--- config.mk ---
export PLATFORM = sky130hd
export DESIGN_NAME = keypad_hex_entry
export DESIGN_NICKNAME = d
export VERILOG_FILES = /design/src/rtl/keypad_hex_entry_pkg.sv /design/src/rtl/keypad_hex_entry_scanner.sv /design/src/rtl/keypad_hex_entry.sv
export SDC_FILE = /design/constraint.sdc
export NUM_CORES = 1
export LEC_CHECK = 0
export ABC_AREA = 0
export BUFFER_PORTS_ARGS = -buffer_cell sky130_fd_sc_hd__buf_2
export CAP_MARGIN = 25
export CORE_UTILIZATION = 60
export CTS_BUF_LIST = sky130_fd_sc_hd__clkbuf_4
export DETAILED_ROUTE_END_ITERATION = 12
export PLACE_DENSITY = 0.8
export SLEW_MARGIN = 20
export SYNTH_ARGS = -nofsm -noshare
export SYNTH_HDL_FRONTEND = slang
export SYNTH_SLANG_ARGS = --single-unit
--- constraint.sdc ---
create_clock -name clk -period 19.65 [get_ports clk]
set_input_delay 0 -clock clk [delete_from_list [all_inputs] [get_ports clk]]
set_output_delay 0 -clock clk [all_outputs]
set_load 0.03 [all_outputs]
--- src/rtl/keypad_hex_entry_pkg.sv ---
// Shared definitions for the keypad hex entry path: FSM states, column reset pattern
// and the {row,col} -> hex legend table.
package keypad_hex_entry_pkg;

  typedef enum logic [1:0] {
    ST_IDLE     = 2'd0,
    ST_DEBOUNCE = 2'd1,
    ST_HELD     = 2'd2,
    ST_RELEASE  = 2'd3
  } kp_state_t;

  localparam logic [3:0] COL_RESET = 4'b1110;

  // Index is {row,col}; relabel entries here if the keypad legend differs from identity.
  localparam logic [3:0] KEY_HEX [16] = '{
    4'h0, 4'h1, 4'h2, 4'h3,
    4'h4, 4'h5, 4'h6, 4'h7,
    4'h8, 4'h9, 4'hA, 4'hB,
    4'hC, 4'hD, 4'hE, 4'hF
  };

endpackage

--- src/rtl/keypad_hex_entry_scanner.sv ---
// Column scanner for a 4x4 active-low matrix keypad: dwell divider, column rotation,
// row synchroniser, snapshot assembly and per-scan NONE/SINGLE/MULTI classification.
module keypad_hex_entry_scanner
  import keypad_hex_entry_pkg::*;
#(
  parameter int SCAN_DIV = 100_000
) (
  input  logic       clk,
  input  logic       reset_n,
  input  logic [3:0] row_n,
  output logic [3:0] col_n,
  output logic       scan_done,
  output logic       scan_none,
  output logic       scan_single,
  output logic       scan_multi,
  output logic [3:0] scan_key
);

  localparam int DIV_W = (SCAN_DIV > 1) ? $clog2(SCAN_DIV) : 1;
  localparam logic [DIV_W-1:0] DIV_LAST = DIV_W'(SCAN_DIV - 1);

  logic [DIV_W-1:0] div_cnt;
  logic [1:0]       col_idx;
  logic [3:0]       row_meta_p0;
  logic [3:0]       row_sync_p1;
  logic [15:0]      snap;
  logic [15:0]      snap_next;
  logic             sample;
  logic [4:0]       ones;

  assign sample    = (div_cnt == DIV_LAST);
  assign scan_done = sample && (col_idx == 2'd3);

  // Snapshot as it will look after this cycle's column sample, so the full scan
  // can be classified on the same cycle the last column lands.
  always_comb begin
    snap_next = snap;
    if (sample) begin
      for (int r = 0; r < 4; r++) begin
        snap_next[4*r + int'(col_idx)] = ~row_sync_p1[r];
      end
    end
  end

  always_comb begin
    ones     = '0;
    scan_key = '0;
    for (int i = 0; i < 16; i++) begin
      if (snap_next[i]) begin
        ones     = ones + 5'd1;
        scan_key = 4'(i);
      end
    end
  end

  assign scan_none   = (ones == 5'd0);
  assign scan_single = (ones == 5'd1);
  assign scan_multi  = (ones > 5'd1);

  always_ff @(posedge clk or negedge reset_n) begin
    if (!reset_n) begin
      div_cnt     <= '0;
      col_idx     <= '0;
      col_n       <= COL_RESET;
      row_meta_p0 <= '0;
      row_sync_p1 <= '0;
      snap        <= '0;
    end else begin
      // stage p0 -> p1: two-flop synchroniser for the asynchronous rows
      row_meta_p0 <= row_n;
      row_sync_p1 <= row_meta_p0;
      if (sample) begin
        div_cnt <= '0;
        snap    <= snap_next;
        col_idx <= col_idx + 2'd1;
        col_n   <= {col_n[2:0], col_n[3]};
      end else begin
        div_cnt <= div_cnt + 1'b1;
      end
    end
  end

endmodule

--- src/rtl/keypad_hex_entry.sv ---
// Keypad hex entry: debounce FSM over whole-keypad scans, one key_valid per confirmed
// press, and a 4-digit entry shift register committed on the rising edge of enter.
module keypad_hex_entry
  import keypad_hex_entry_pkg::*;
#(
  parameter int SCAN_DIV       = 100_000,
  parameter int DEBOUNCE_SCANS = 4
) (
  input  logic        clk,
  input  logic        reset_n,
  input  logic [3:0]  row_n,
  output logic [3:0]  col_n,
  input  logic        enter,
  input  logic        clear,
  output logic [3:0]  key_code,
  output logic        key_valid,
  output logic        key_held,
  output logic [15:0] entry_value,
  output logic [2:0]  digit_count,
  output logic [15:0] entry_data,
  output logic        entry_valid
);

  localparam int CNT_W = $clog2(DEBOUNCE_SCANS + 1);
  localparam logic [CNT_W-1:0] DEB_LAST = CNT_W'(DEBOUNCE_SCANS);

  logic       scan_done;
  logic       scan_none;
  logic       scan_single;
  logic       scan_multi;
  logic [3:0] scan_key;

  kp_state_t        state;
  logic [3:0]       cand;
  logic [CNT_W-1:0] cnt;
  logic [CNT_W-1:0] cnt_inc;
  logic             enter_p1;
  logic             enter_rise;

  function automatic logic [2:0] sat_count(input logic [2:0] c);
    return (c >= 3'd4) ? 3'd4 : c + 3'd1;
  endfunction

  keypad_hex_entry_scanner #(
    .SCAN_DIV(SCAN_DIV)
  ) u_scanner (
    .clk        (clk),
    .reset_n    (reset_n),
    .row_n      (row_n),
    .col_n      (col_n),
    .scan_done  (scan_done),
    .scan_none  (scan_none),
    .scan_single(scan_single),
    .scan_multi (scan_multi),
    .scan_key   (scan_key)
  );

  assign cnt_inc    = cnt + 1'b1;
  assign enter_rise = enter && !enter_p1;

  always_ff @(posedge clk or negedge reset_n) begin
    if (!reset_n) begin
      state     <= ST_IDLE;
      cand      <= '0;
      cnt       <= '0;
      key_code  <= '0;
      key_valid <= 1'b0;
      key_held  <= 1'b0;
    end else begin
      key_valid <= 1'b0;
      if (scan_done) begin
        case (state)
          ST_IDLE: begin
            if (scan_single) begin
              state <= ST_DEBOUNCE;
              cand  <= scan_key;
              cnt   <= CNT_W'(1);
            end
          end
          ST_DEBOUNCE: begin
            // A different key or a chord is treated as bounce and restarts detection.
            if (scan_single && scan_key == cand) begin
              if (cnt_inc == DEB_LAST) begin
                key_code  <= KEY_HEX[cand];
                key_valid <= 1'b1;
                key_held  <= 1'b1;
                state     <= ST_HELD;
                cnt       <= '0;
              end else begin
                cnt <= cnt_inc;
              end
            end else begin
              state <= ST_IDLE;
              cnt   <= '0;
            end
          end
          ST_HELD: begin
            if (scan_none) begin
              state <= ST_RELEASE;
              cnt   <= CNT_W'(1);
            end
          end
          ST_RELEASE: begin
            if (scan_none) begin
              if (cnt_inc == DEB_LAST) begin
                state    <= ST_IDLE;
                key_held <= 1'b0;
                cnt      <= '0;
              end else begin
                cnt <= cnt_inc;
              end
            end else if (scan_single || scan_multi) begin
              state <= ST_HELD;
              cnt   <= '0;
            end
          end
          default: state <= ST_IDLE;
        endcase
      end
    end
  end

  // Entry register: clear beats commit beats digit shift.
  always_ff @(posedge clk or negedge reset_n) begin
    if (!reset_n) begin
      enter_p1    <= 1'b0;
      entry_value <= '0;
      digit_count <= '0;
      entry_data  <= '0;
      entry_valid <= 1'b0;
    end else begin
      enter_p1    <= enter;
      entry_valid <= 1'b0;
      if (clear) begin
        entry_value <= '0;
        digit_count <= '0;
      end else if (enter_rise) begin
        entry_data  <= entry_value;
        entry_valid <= 1'b1;
        if (key_valid) begin
          entry_value <= {12'h000, key_code};
          digit_count <= 3'd1;
        end else begin
          entry_value <= '0;
          digit_count <= '0;
        end
      end else if (key_valid) begin
        entry_value <= {entry_value[11:0], key_code};
        digit_count <= sat_count(digit_count);
      end
    end
  end

endmodule

==> results.json, run 1 <==
{
  "status": "complete, no violations",
  "n_antenna_cell": 0,
  "cp_data_required_time_ns": 20.02,
  "report.final.slew_viol_count": 0,
  "post_synth_most_frequent_cells": "sky130_fd_sc_hd__dfrtp_1 (96), sky130_fd_sc_hd__nand2_1 (67), sky130_fd_sc_hd__nor2_1 (52), sky130_fd_sc_hd__xnor2_1 (40)",
  "synth.top_cell.area_share": 0.372,
  "synthesis.area_mm2": 0.00646,
  "reg2regPathDepth": 56,
  "path_clk_slew_ns": 0.17,
  "worst-setup-path-type": "register to register",
  "synth.ff_latch_count": 99,
  "pin_count_of_the_biggest_net_entering_global_routing": 53,
  "fin_skew_ns": 0.0215,
  "drt_pass1_iterations": 8,
  "number_of_distinct_standard_cells_referenced_by_the_synthesized_netlist": 89,
  "cts-resized-gates": 0,
  "tritoncts": "yes",
  "synthesis.instances": 671,
  "hold_viol": 0,
  "mean_syn_cell_area_um2": 9.62,
  "finalWorstPathRequiredPeriod_ns": 13.55,
  "ys_warn_count": 0,
  "clk_root_buffer_cell": "sky130_fd_sc_hd__clkbuf_4",
  "async_flop_share": 1.00,
  "library_cell_contributing_the_largest_single_delay_on_the_critical_path": "sky130_fd_sc_hd__or4_1",
  "power_leakage_nw": 3.33,
  "worstPathArrival_ns": 13.92,
  "hold_path_class": "input pin to asynchronous set/reset pin",
  "max_slew_margin_vs_limit": 0.358,
  "gpl.final_weighted_congestion": 0.955,
  "setup-violations-final": 0,
  "synth_edf_count": 0,
  "finalPower_w": 0.000329,
  "post_route_cells_drive_above_1_share": 0.194,
  "placed_cells": 840,
  "clock-sinks": 99,
  "global_route.usage.total": 0.273,
  "rsz0062_at_grt": "false",
  "filler_cell_count": 823,
  "totalWireLength_um": 14500,
  "die_h_um": 106,
  "sequential_cell_area_mm2": 0.00248,
  "initial_utilization": 0.623,
  "synth.most_common_cell": "sky130_fd_sc_hd__dfrtp_1",
  "dieArea_mm2": 0.0112,
  "grt_antenna_before_repair": 0,
  "grt_pass1_vias": 5188,
  "layout_worst_path_cycle_share": 0.690,
  "netlist_top_cells_area": "sky130_fd_sc_hd__dfrtp_1 (37%), sky130_fd_sc_hd__xnor2_1 (5.4%), sky130_fd_sc_hd__ha_1 (4.8%)",
  "final.setup.tns_ns": 0,
  "crit_path_max_incr_delay_ns": 0.57,
  "routedWlPerCell_um": 16.8,
  "timing.critical_path.to_type": "register",
  "irDropWorstVdd_v": 0.0000535,
  "reg2reg_setup_slack_ns": 6.10,
  "grt_pass1_wl_um": 24400,
  "dieWidth_um": 106,
  "final_antenna_net_count": 0,
  "power.density_cell_area_mw_per_mm2": 46.6,
  "numPortBuffers": 53,
  "synth_fp_nets": 704,
  "layout.cells.non_filler": 863,
  "nNetsFinal": 755,
  "cp_max_fo": 12,
  "htree_levels": 3,
  "clock_insertion_delay_worst_skew_ns": 0.46,
  "timing.critical_path.mode_cell": "sky130_fd_sc_hd__ha_1",
  "core_area_mm2": 0.0104,
  "dr.first_iter.drc_count": 284,
  "num_io_pins": 54,
  "maxcap_viol_count": 0,
  "vias_post_dr": 5216,
  "cts-root-to-sink-buffers": 2,
  "crit-reg2reg-capture": "cand[0]$_DFFE_PN0P_",
  "grt-ovfl-total": 0,
  "rr_startpoint": "u_scanner.div_cnt[0]$_DFF_PN0_",
  "syn_to_final_growth_pct": 9.15,
  "area_taken_by_multi_input_logic_gates_mm2": 0.00374,
  "max_clock_freq_ghz": 0.0738,
  "tightestPinTransition_ns": 0.963,
  "post-route-drc-count": 0,
  "synth_top_cell_by_area": "sky130_fd_sc_hd__dfrtp_1",
  "primary_ff_master_synth": "sky130_fd_sc_hd__dfrtp_1",
  "number_of_placement_rows": 37,
  "vias_per_cell": 6.04,
  "yosysSeqAreaShare": 0.384,
  "place.detailed.hpwl_um": 10900,
  "critical_path.startpoint_type": "register",
  "numCtsBuffers": 9
}
[where the power goes]
group | switching (W) | internal, W
logic | 0.00000585 | 0.00000253
registers | 0.00000122 | 0.000205
clock network | 0.0000733 | 0.0000410
total | 0.0000803 | 0.000248
[repair_timing]
item,4_1_cts,5_1_grt
buffers inserted,0,0
hold buffers,7,0
endpoints found under the hold margin,59,0
[critical path: cells and delay by family (launching register included)]
kind | cells | cell delay (ns)
AND/OR/NAND/NOR | 15 | 2.91
AO/OA/AOI/OAI | 14 | 3.40
XOR/XNOR | 1 | 0.18
adder cells (fa/ha/maj) | 15 | 4.43
multiplexers | 6 | 1.72
buffers and inverters | 5 | 0.39
flip-flops | 1 | 0.42
[metrics by stage]
stage / setup slack (ns) / utilization / hold WS, ns / area [µm²]
after CTS: 6.21 / 0.680 / 0.0611 / 7050
after detailed placement: 6.27 / 0.658 / 0.0432 / 6820
after global routing: 5.28 / 0.680 / 0.0620 / 7050
final: 6.10 / 0.680 / 0.0493 / 7050
after global placement: 6.82 / 0.658 / 0.0379 / 6820
after floorplan: 7.44 / - / -0.296 / 6460
[kinds of logic after synthesis]
group | count (synthesis) | share of synthesized area
flops | 99 | 0.384
xor+xnor | 71 | 0.114
compound gates | 140 | 0.150
simple gates | 223 | 0.176
fa+ha+maj | 26 | 0.0500
mux | 52 | 0.0893
buf+inv | 60 | 0.0366
[state kept, by name, indices dropped and copies added (netlist names)]
| register | flops |
|---|---|
| u_scanner.col_idx | 2 |
| u_scanner.div_cnt | 17 |
| cnt | 3 |
| key_code | 4 |
| enter_p1 | 1 |
| key_valid | 1 |
| entry_data | 16 |
| entry_valid | 1 |
| key_held | 1 |
| state | 2 |
| u_scanner.col_n | 4 |
| u_scanner.row_sync_p1 | 4 |
| digit_count | 3 |
| u_scanner.row_meta_p0 | 4 |
| cand | 4 |
| u_scanner.snap | 16 |
| entry_value | 16 |
[final cells by class]
| type | count | share of cell area |
|---|---|---|
| clock inverters | 7 | 0.0122 |
| clock buffers | 9 | 0.00959 |
| inverters | 36 | 0.0192 |
| repair buffers | 64 | 0.0522 |
| flip-flops and latches | 99 | 0.352 |
| multi-input cells | 512 | 0.531 |
| well taps | 136 | 0.0241 |
[cells in the final DEF (no fill, tap or decap), types with 7 or more instances in the layout]
master	n
sky130_fd_sc_hd__dfrtp_1	96
sky130_fd_sc_hd__nand2_1	67
sky130_fd_sc_hd__nor2_1	52
sky130_fd_sc_hd__buf_2	52
sky130_fd_sc_hd__xnor2_1	40
sky130_fd_sc_hd__inv_1	31
sky130_fd_sc_hd__o21ai_0	31
sky130_fd_sc_hd__nand3_1	25
sky130_fd_sc_hd__mux2_2	25
sky130_fd_sc_hd__ha_1	25
sky130_fd_sc_hd__mux2i_1	22
sky130_fd_sc_hd__xor2_1	20
sky130_fd_sc_hd__a21oi_1	19
sky130_fd_sc_hd__nor3_1	11
sky130_fd_sc_hd__clkbuf_4	9
sky130_fd_sc_hd__o21a_1	7
sky130_fd_sc_hd__o21ai_1	7
sky130_fd_sc_hd__and2_1	7
sky130_fd_sc_hd__and3_1	7
sky130_fd_sc_hd__a31oi_1	7
sky130_fd_sc_hd__dlygate4sd3_1	7
[routing by layer]
metal / vias to the layer above / wire, µm / GRT usage
met2: 163 / 7150 / 0.464
met4: 0 / 245 / 0.0754
met3: 24 / 788 / 0.0581
met5: - / 0 / 0
li1: 2489 / - / -
met1: 2540 / 6280 / 0.353
[worst max path at each step]
stage	cells after the start	to	slack, ns	start
after detailed placement	56	cand[0]$_DFFE_PN0P_	6.27	u_scanner.div_cnt[0]$_DFF_PN0_
final	56	cand[0]$_DFFE_PN0P_	6.10	u_scanner.div_cnt[0]$_DFF_PN0_
after global routing	56	cand[0]$_DFFE_PN0P_	5.28	u_scanner.div_cnt[0]$_DFF_PN0_
after global placement	56	cand[3]$_DFFE_PN0P_	6.82	u_scanner.div_cnt[0]$_DFF_PN0_
after floorplan	59	cand[0]$_DFFE_PN0P_	7.44	u_scanner.div_cnt[0]$_DFF_PN0_
after CTS	56	cand[0]$_DFFE_PN0P_	6.21	u_scanner.div_cnt[0]$_DFF_PN0_
Power figures use the tool's default switching activity.
==> run 2: changes to the inputs <==
--- a/config.mk
+++ b/config.mk
@@ -8,10 +8,10 @@
 export ABC_AREA = 0
 export BUFFER_PORTS_ARGS = -buffer_cell sky130_fd_sc_hd__buf_2
 export CAP_MARGIN = 25
-export CORE_UTILIZATION = 60
+export CORE_UTILIZATION = 56
 export CTS_BUF_LIST = sky130_fd_sc_hd__clkbuf_4
 export DETAILED_ROUTE_END_ITERATION = 12
-export PLACE_DENSITY = 0.8
+export PLACE_DENSITY = 0.78
 export SLEW_MARGIN = 20
 export SYNTH_ARGS = -nofsm -noshare
 export SYNTH_HDL_FRONTEND = slang
==> constraint.sdc (replaced) <==
create_clock -name clk -period 12.3 [get_ports clk]
set_input_delay 0 -clock clk [delete_from_list [all_inputs] [get_ports clk]]
set_output_delay 0 -clock clk [all_outputs]
set_load 0.03 [all_outputs]
==> run 2 against run 1 <==
Against the previous run:
- die area up 7.0%
- flip-flop and latch count is the same
- setup slack lost 5.7 ns
- fmax rose by 14%
- sequential power is 60% higher
- clock power is 49% higher
- global-route usage is 2.2 points lower
- design area grew 4.5%
- wire length is 2.9% higher
- critical endpoint is now cand[2]$_DFFE_PN0P_
==> results.json, run 2 (synthesized netlist as in run 1, its figures left out) <==
{
  "p_sw_w": 0.000117,
  "core_area_mm2": 0.0110,
  "stages_on_the_worst_setup_path": 56,
  "grt-ovfl-total": 0,
  "grt_antenna_before_repair": 0,
  "num_io_pins": 54,
  "area_taken_by_multi_input_logic_gates_mm2": 0.00391,
  "vias_post_dr": 5292,
  "layout_commonest_cell": "sky130_fd_sc_hd__dfrtp_1",
  "irDropWorstVdd_v": 0.0000741,
  "syn_to_final_growth_pct": 14.0,
  "dieArea_mm2": 0.0120,
  "final_antenna_net_count": 0,
  "worst-setup-path-type": "register to register",
  "clock-sinks": 99,
  "initial_utilization": 0.585,
  "fin_skew_ns": 0.00781,
  "totalWireLength_um": 14900,
  "reg2regPathDepth": 56,
  "max_clock_freq_ghz": 0.0838,
  "post_route_cells_drive_above_1_share": 0.250,
  "postLayoutCoreUtil": 0.668,
  "clk_root_buffer_cell": "sky130_fd_sc_hd__clkbuf_4",
  "global_route.usage.total": 0.251,
  "clock_insertion_delay_worst_skew_ns": 0.44,
  "path_clk_slew_ns": 0.14,
  "filler_cell_count": 845,
  "report.final.slew_viol_count": 0,
  "crit_path_max_incr_delay_ns": 0.57,
  "library_cell_contributing_the_largest_single_delay_on_the_critical_path": "sky130_fd_sc_hd__or4_4",
  "power.density_cell_area_mw_per_mm2": 69.7,
  "setup-violations-final": 0,
  "tritoncts": "yes",
  "timing.critical_path.to_type": "register",
  "die_h_um": 109,
  "worstPathArrival_ns": 12.27,
  "layout_worst_path_cycle_share": 0.970,
  "detail_route.wirelength.met1_um": 6550,
  "dr.max_layer_used": "met4",
  "fin_hold_ws_ns": 0.0389,
  "sequential_cell_area_mm2": 0.00248,
  "numCtsBuffers": 9,
  "crit-reg2reg-capture": "cand[2]$_DFFE_PN0P_",
  "reg2reg_setup_slack_ns": 0.37,
  "dieWidth_um": 109,
  "grt_pass1_vias": 4950,
  "placed_cells": 857,
  "htree_levels": 3,
  "tightestPinTransition_ns": 0.917,
  "registers.top_by_ff_count": "u_scanner.div_cnt",
  "power_frac_seq": 0.641,
  "layout.cells.non_filler": 889,
  "gpl.final_weighted_congestion": 0.919,
  "timing.critical_path.mode_cell": "sky130_fd_sc_hd__ha_1",
  "cp_max_fo": 8,
  "swShare": 0.229,
  "pin_count_of_the_biggest_net_entering_global_routing": 62,
  "maxcap_viol_count": 0,
  "power.internal_w": 0.000396,
  "critical_path.top_delay_family": "adder cells",
  "rr_startpoint": "u_scanner.div_cnt[12]$_DFF_PN0_",
  "critical_path_buf_inv_count": 5,
  "numPortBuffers": 53,
  "number_of_placement_rows": 38,
  "routedWlPerCell_um": 16.7,
  "power_leakage_nw": 3.43,
  "wl_met3_um": 752,
  "hold_path_class": "input pin to asynchronous set/reset pin",
  "largest_register_ff_count": 17,
  "critical_path.startpoint_type": "register",
  "drt_pass1_iterations": 5,
  "post-route-drc-count": 0,
  "dr.first_iter.drc_count": 365,
  "commonest_non_fill_non_tap_cells_in_the_layout": "sky130_fd_sc_hd__dfrtp_1 (94), sky130_fd_sc_hd__nand2_1 (65), sky130_fd_sc_hd__buf_2 (52)",
  "finalPower_w": 0.000513,
  "max_slew_margin_vs_limit": 0.389,
  "finalWorstPathRequiredPeriod_ns": 11.93,
  "cp_data_required_time_ns": 12.64,
  "hold_viol": 0,
  "place.detailed.hpwl_um": 10700,
  "grt_pass1_wl_um": 23600,
  "cts-root-to-sink-buffers": 2,
  "met2WireLength_um": 7350,
  "status": "complete, no violations",
  "share_comb_of_total_power": 0.027,
  "nNetsFinal": 777,
  "pwr-share-clk": 0.332,
  "vias_per_cell": 5.95,
  "n_antenna_cell": 0
}
==> run 2: worst max-delay path by stage <==
| stage | start | endpoint | slack [ns] |
|---|---|---|---|
| after global routing | u_scanner.div_cnt[12]$_DFF_PN0_ | cand[2]$_DFFE_PN0P_ | -0.15 |
| after detailed placement | u_scanner.div_cnt[6]$_DFF_PN0_ | cand[2]$_DFFE_PN0P_ | -0.33 |
| final | u_scanner.div_cnt[12]$_DFF_PN0_ | cand[2]$_DFFE_PN0P_ | 0.37 |
| after CTS | u_scanner.div_cnt[0]$_DFF_PN0_ | cand[2]$_DFFE_PN0P_ | 0.03 |
| after floorplan | u_scanner.div_cnt[0]$_DFF_PN0_ | cand[0]$_DFFE_PN0P_ | 0.09 |
| after global placement | u_scanner.div_cnt[6]$_DFF_PN0_ | cand[0]$_DFFE_PN0P_ | 0.15 |
==> run 2: layout make-up <==
class / count / area share
multi-input combinational: 513 / 0.530
timing repair buffer: 85 / 0.0714
inverter: 36 / 0.0183
sequential: 99 / 0.337
clock buffer: 10 / 0.0102
tap: 140 / 0.0238
clock inverter: 6 / 0.00866
==> run 2: repair_timing <==
| action | CTS | global route |
|---|---|---|
| gates resized for setup | 8 | 26 |
| endpoints found under the hold margin | 50 | 0 |
| pin swaps | 0 | 8 |
| gates cloned | 0 | 1 |
| hold buffers | 7 | 0 |
| setup buffers | 0 | 8 |
| endpoints found under the setup margin | 8 | 15 |
==> run 2: layer usage <==
layer | vias to the layer above | GRT usage
li1 | 2538 | -
met1 | 2557 | 0.334
met2 | 176 | 0.425
met3 | 21 | 0.0445
met4 | 0 | 0.0657
met5 | - | 0
==> run 2: stage by stage <==
| stage | cell area, µm² | setup slack (ns) | setup TNS, ns |
|---|---|---|---|
| after CTS | 7170 | 0.0344 | 0 |
| after global placement | 6930 | 0.153 | 0 |
| after global routing | 7360 | -0.151 | -0.667 |
| after detailed placement | 6930 | -0.335 | -2.23 |
| after floorplan | 6460 | 0.0917 | 0 |
| final | 7360 | 0.373 | 0 |
==> run 2: power by group through the flow <==
stage	Sequential (W)	Clock [W]	Combinational, W
after floorplan	0.000334	0	0.00000414
after global placement	0.000335	0	0.0000120
after detailed placement	0.000335	0	0.0000124
after CTS	0.000329	0.000176	0.0000141
after global routing	0.000330	0.000189	0.0000157
final	0.000329	0.000170	0.0000136
==> run 3: changes to the inputs <==
--- a/config.mk
+++ b/config.mk
@@ -7,11 +7,11 @@
 export LEC_CHECK = 0
 export ABC_AREA = 0
 export BUFFER_PORTS_ARGS = -buffer_cell sky130_fd_sc_hd__buf_2
-export CAP_MARGIN = 25
-export CORE_UTILIZATION = 56
-export CTS_BUF_LIST = sky130_fd_sc_hd__clkbuf_4
+export CAP_MARGIN = 30
+export CORE_UTILIZATION = 55
 export DETAILED_ROUTE_END_ITERATION = 12
-export PLACE_DENSITY = 0.78
+export GPL_ROUTABILITY_DRIVEN = 0
+export PLACE_DENSITY = 0.77
 export SLEW_MARGIN = 20
 export SYNTH_ARGS = -nofsm -noshare
 export SYNTH_HDL_FRONTEND = slang
==> run 3 against run 2 <==
Against the previous run:
- power increased by 20%
- via count increased by 0.57%
- fmax increased by 0.12%
- die area increased by 1.8%
- critical path depth decreased by 1
- clock power increased by 61%
- cell count increased by 0.11%
- design area increased by 2.0%
- utilization decreased by 0.97 points
- sequential power about the same
- clock skew increased by 0.0024 ns
- largest power group unchanged
==> results.json, run 3 (synthesized netlist as in run 1, its figures left out) <==
{
  "status": "complete, no violations",
  "numCtsBuffers": 9,
  "power_leakage_nw": 3.49,
  "report.final.slew_viol_count": 0,
  "dieWidth_um": 110,
  "dr.first_iter.drc_count": 449,
  "commonest_non_fill_non_tap_cells_in_the_layout": "sky130_fd_sc_hd__dfrtp_1 (92), sky130_fd_sc_hd__nand2_1 (66), sky130_fd_sc_hd__buf_2 (52)",
  "power.internal_w": 0.000473,
  "setup-violations-final": 0,
  "largest_register_ff_count": 17,
  "pin_count_of_the_biggest_net_entering_global_routing": 59,
  "library_cell_contributing_the_largest_single_delay_on_the_critical_path": "sky130_fd_sc_hd__or4_4",
  "worst-setup-path-type": "register to register",
  "path_clk_slew_ns": 0.07,
  "grt_pass1_wl_um": 23600,
  "fin_skew_ns": 0.0102,
  "p_sw_w": 0.000142,
  "tritoncts": "yes",
  "number_of_placement_rows": 39,
  "layout_commonest_cell": "sky130_fd_sc_hd__dfrtp_1",
  "clock-sinks": 99,
  "max_slew_margin_vs_limit": 0.370,
  "finalPower_w": 0.000615,
  "layout_worst_path_cycle_share": 0.969,
  "core_area_mm2": 0.0114,
  "post_route_cells_drive_above_1_share": 0.248,
  "cp_max_fo": 5,
  "global_route.usage.total": 0.250,
  "routedWlPerCell_um": 16.6,
  "hold_path_class": "input pin to asynchronous set/reset pin",
  "place.detailed.hpwl_um": 10700,
  "power.density_cell_area_mw_per_mm2": 81.9,
  "cp_data_required_time_ns": 12.53,
  "critical_path.startpoint_type": "register",
  "irDropWorstVdd_v": 0.0000913,
  "clock_insertion_delay_worst_skew_ns": 0.34,
  "timing.critical_path.to_type": "register",
  "grt_pass1_vias": 4968,
  "numPortBuffers": 53,
  "worstPathArrival_ns": 12.14,
  "tightestPinTransition_ns": 0.945,
  "pwr-share-clk": 0.443,
  "post-route-drc-count": 0,
  "grt-ovfl-total": 0,
  "maxcap_viol_count": 0,
  "hold_viol": 0,
  "syn_to_final_growth_pct": 16.3,
  "dieArea_mm2": 0.0122,
  "nNetsFinal": 775,
  "timing.critical_path.mode_cell": "sky130_fd_sc_hd__ha_1",
  "max_clock_freq_ghz": 0.0839,
  "final_area_mm2": 0.00751,
  "share_comb_of_total_power": 0.022,
  "clk_root_buffer_cell": "sky130_fd_sc_hd__clkbuf_16",
  "cts-root-to-sink-buffers": 2,
  "reg2regPathDepth": 55,
  "n_antenna_cell": 0,
  "die_h_um": 110,
  "vias_per_cell": 5.98,
  "num_io_pins": 54,
  "final_antenna_net_count": 0,
  "finalWorstPathRequiredPeriod_ns": 11.91,
  "registers.top_by_ff_count": "u_scanner.div_cnt",
  "totalWireLength_um": 14800,
  "drt_pass1_iterations": 6,
  "crit_path_max_incr_delay_ns": 0.57,
  "initial_utilization": 0.566,
  "swShare": 0.231,
  "grt_antenna_before_repair": 0,
  "power_frac_seq": 0.535,
  "vias_post_dr": 5322,
  "htree_levels": 3,
  "placement.cell_area_mm2": 0.00690
}
[run 3: cell types whose count changed in the layout (fill, tap and decap cells not counted), moves of 2 or more]
cell	delta
sky130_fd_sc_hd__dfrtp_1	-2
sky130_fd_sc_hd__clkinv_1	-2
sky130_fd_sc_hd__inv_8	+2
sky130_fd_sc_hd__clkbuf_16	+9
sky130_fd_sc_hd__clkbuf_4	-10
sky130_fd_sc_hd__dfrtp_2	+2
[run 3: path summary, 6_finish.rpt]
path	startpoint	end	slack [ns]
min in group clk	row_n[3]	u_scanner.row_meta_p0[3]$_DFF_PN0_	0.29
max	u_scanner.div_cnt[14]$_DFF_PN0_	cand[3]$_DFFE_PN0P_	0.39
min	reset_n	entry_data[14]$_DFFE_PN0P_	0.16
max in group asynchronous	reset_n	u_scanner.div_cnt[11]$_DFF_PN0_	10.98
min reg2reg	u_scanner.row_meta_p0[2]$_DFF_PN0_	u_scanner.row_sync_p1[2]$_DFF_PN0_	0.35
max reg2reg	u_scanner.div_cnt[14]$_DFF_PN0_	cand[3]$_DFFE_PN0P_	0.39
[run 3: power by group through the flow]
stage                     combinational (W)  clock (W)  sequential (W)
after floorplan                  0.00000414          0        0.000334
after global placement            0.0000119          0        0.000335
after detailed placement          0.0000123          0        0.000335
after CTS                         0.0000139   0.000279        0.000329
after global routing              0.0000156   0.000290        0.000329
final                             0.0000134   0.000273        0.000329
[run 3: timing repair]
action,in CTS,in global routing
setup endpoints to repair,12,15
hold buffers,7,0
pin swaps,0,11
hold endpoints to repair,48,0
gates resized for setup,12,22
setup buffers,0,11
[run 3: area by class of cell]
type | instances | area, µm²
repair buffers | 84 | 518
clock buffers | 10 | 229
flip-flops and latches | 99 | 2490
clock inverters | 6 | 57.6
fillers | 908 | 3910
inverters | 36 | 135
well taps | 143 | 179
multi-input cells | 512 | 3910
[run 3: metal layers]
metal / vias to the layer above / share of wire / track usage
met5: - / 0 / 0
met4: 0 / 0.013 / 0.0780
met3: 23 / 0.049 / 0.0359
met2: 196 / 0.50 / 0.436
met1: 2577 / 0.44 / 0.320
li1: 2526 / - / -
[run 3: metrics by stage]
stage | utilization | hold slack [ns] | cells | setup slack (ns) | TNS (ns)
6_report | 0.658 | 0.161 | 890 | 0.387 | 0
5_1_grt | 0.658 | 0.224 | 890 | -0.107 | -0.319
4_1_cts | 0.640 | 0.180 | 879 | 0.0294 | 0
3_5_place_dp | 0.604 | 0.0116 | 856 | -0.399 | -3.02
3_3_place_gp | 0.604 | 0.00144 | 856 | 0.215 | 0
2_1_floorplan | - | -0.296 | 671 | 0.0917 | 0
[run 3: critical path: cells and delay by family (launching register included)]
kind	cells	cell delay [ns]
simple gates	15	2.49
flops	1	0.44
xor+xnor	1	0.16
mux	6	1.69
fa+ha+maj	14	3.89
buf+inv	5	0.37
compound gates	14	2.74
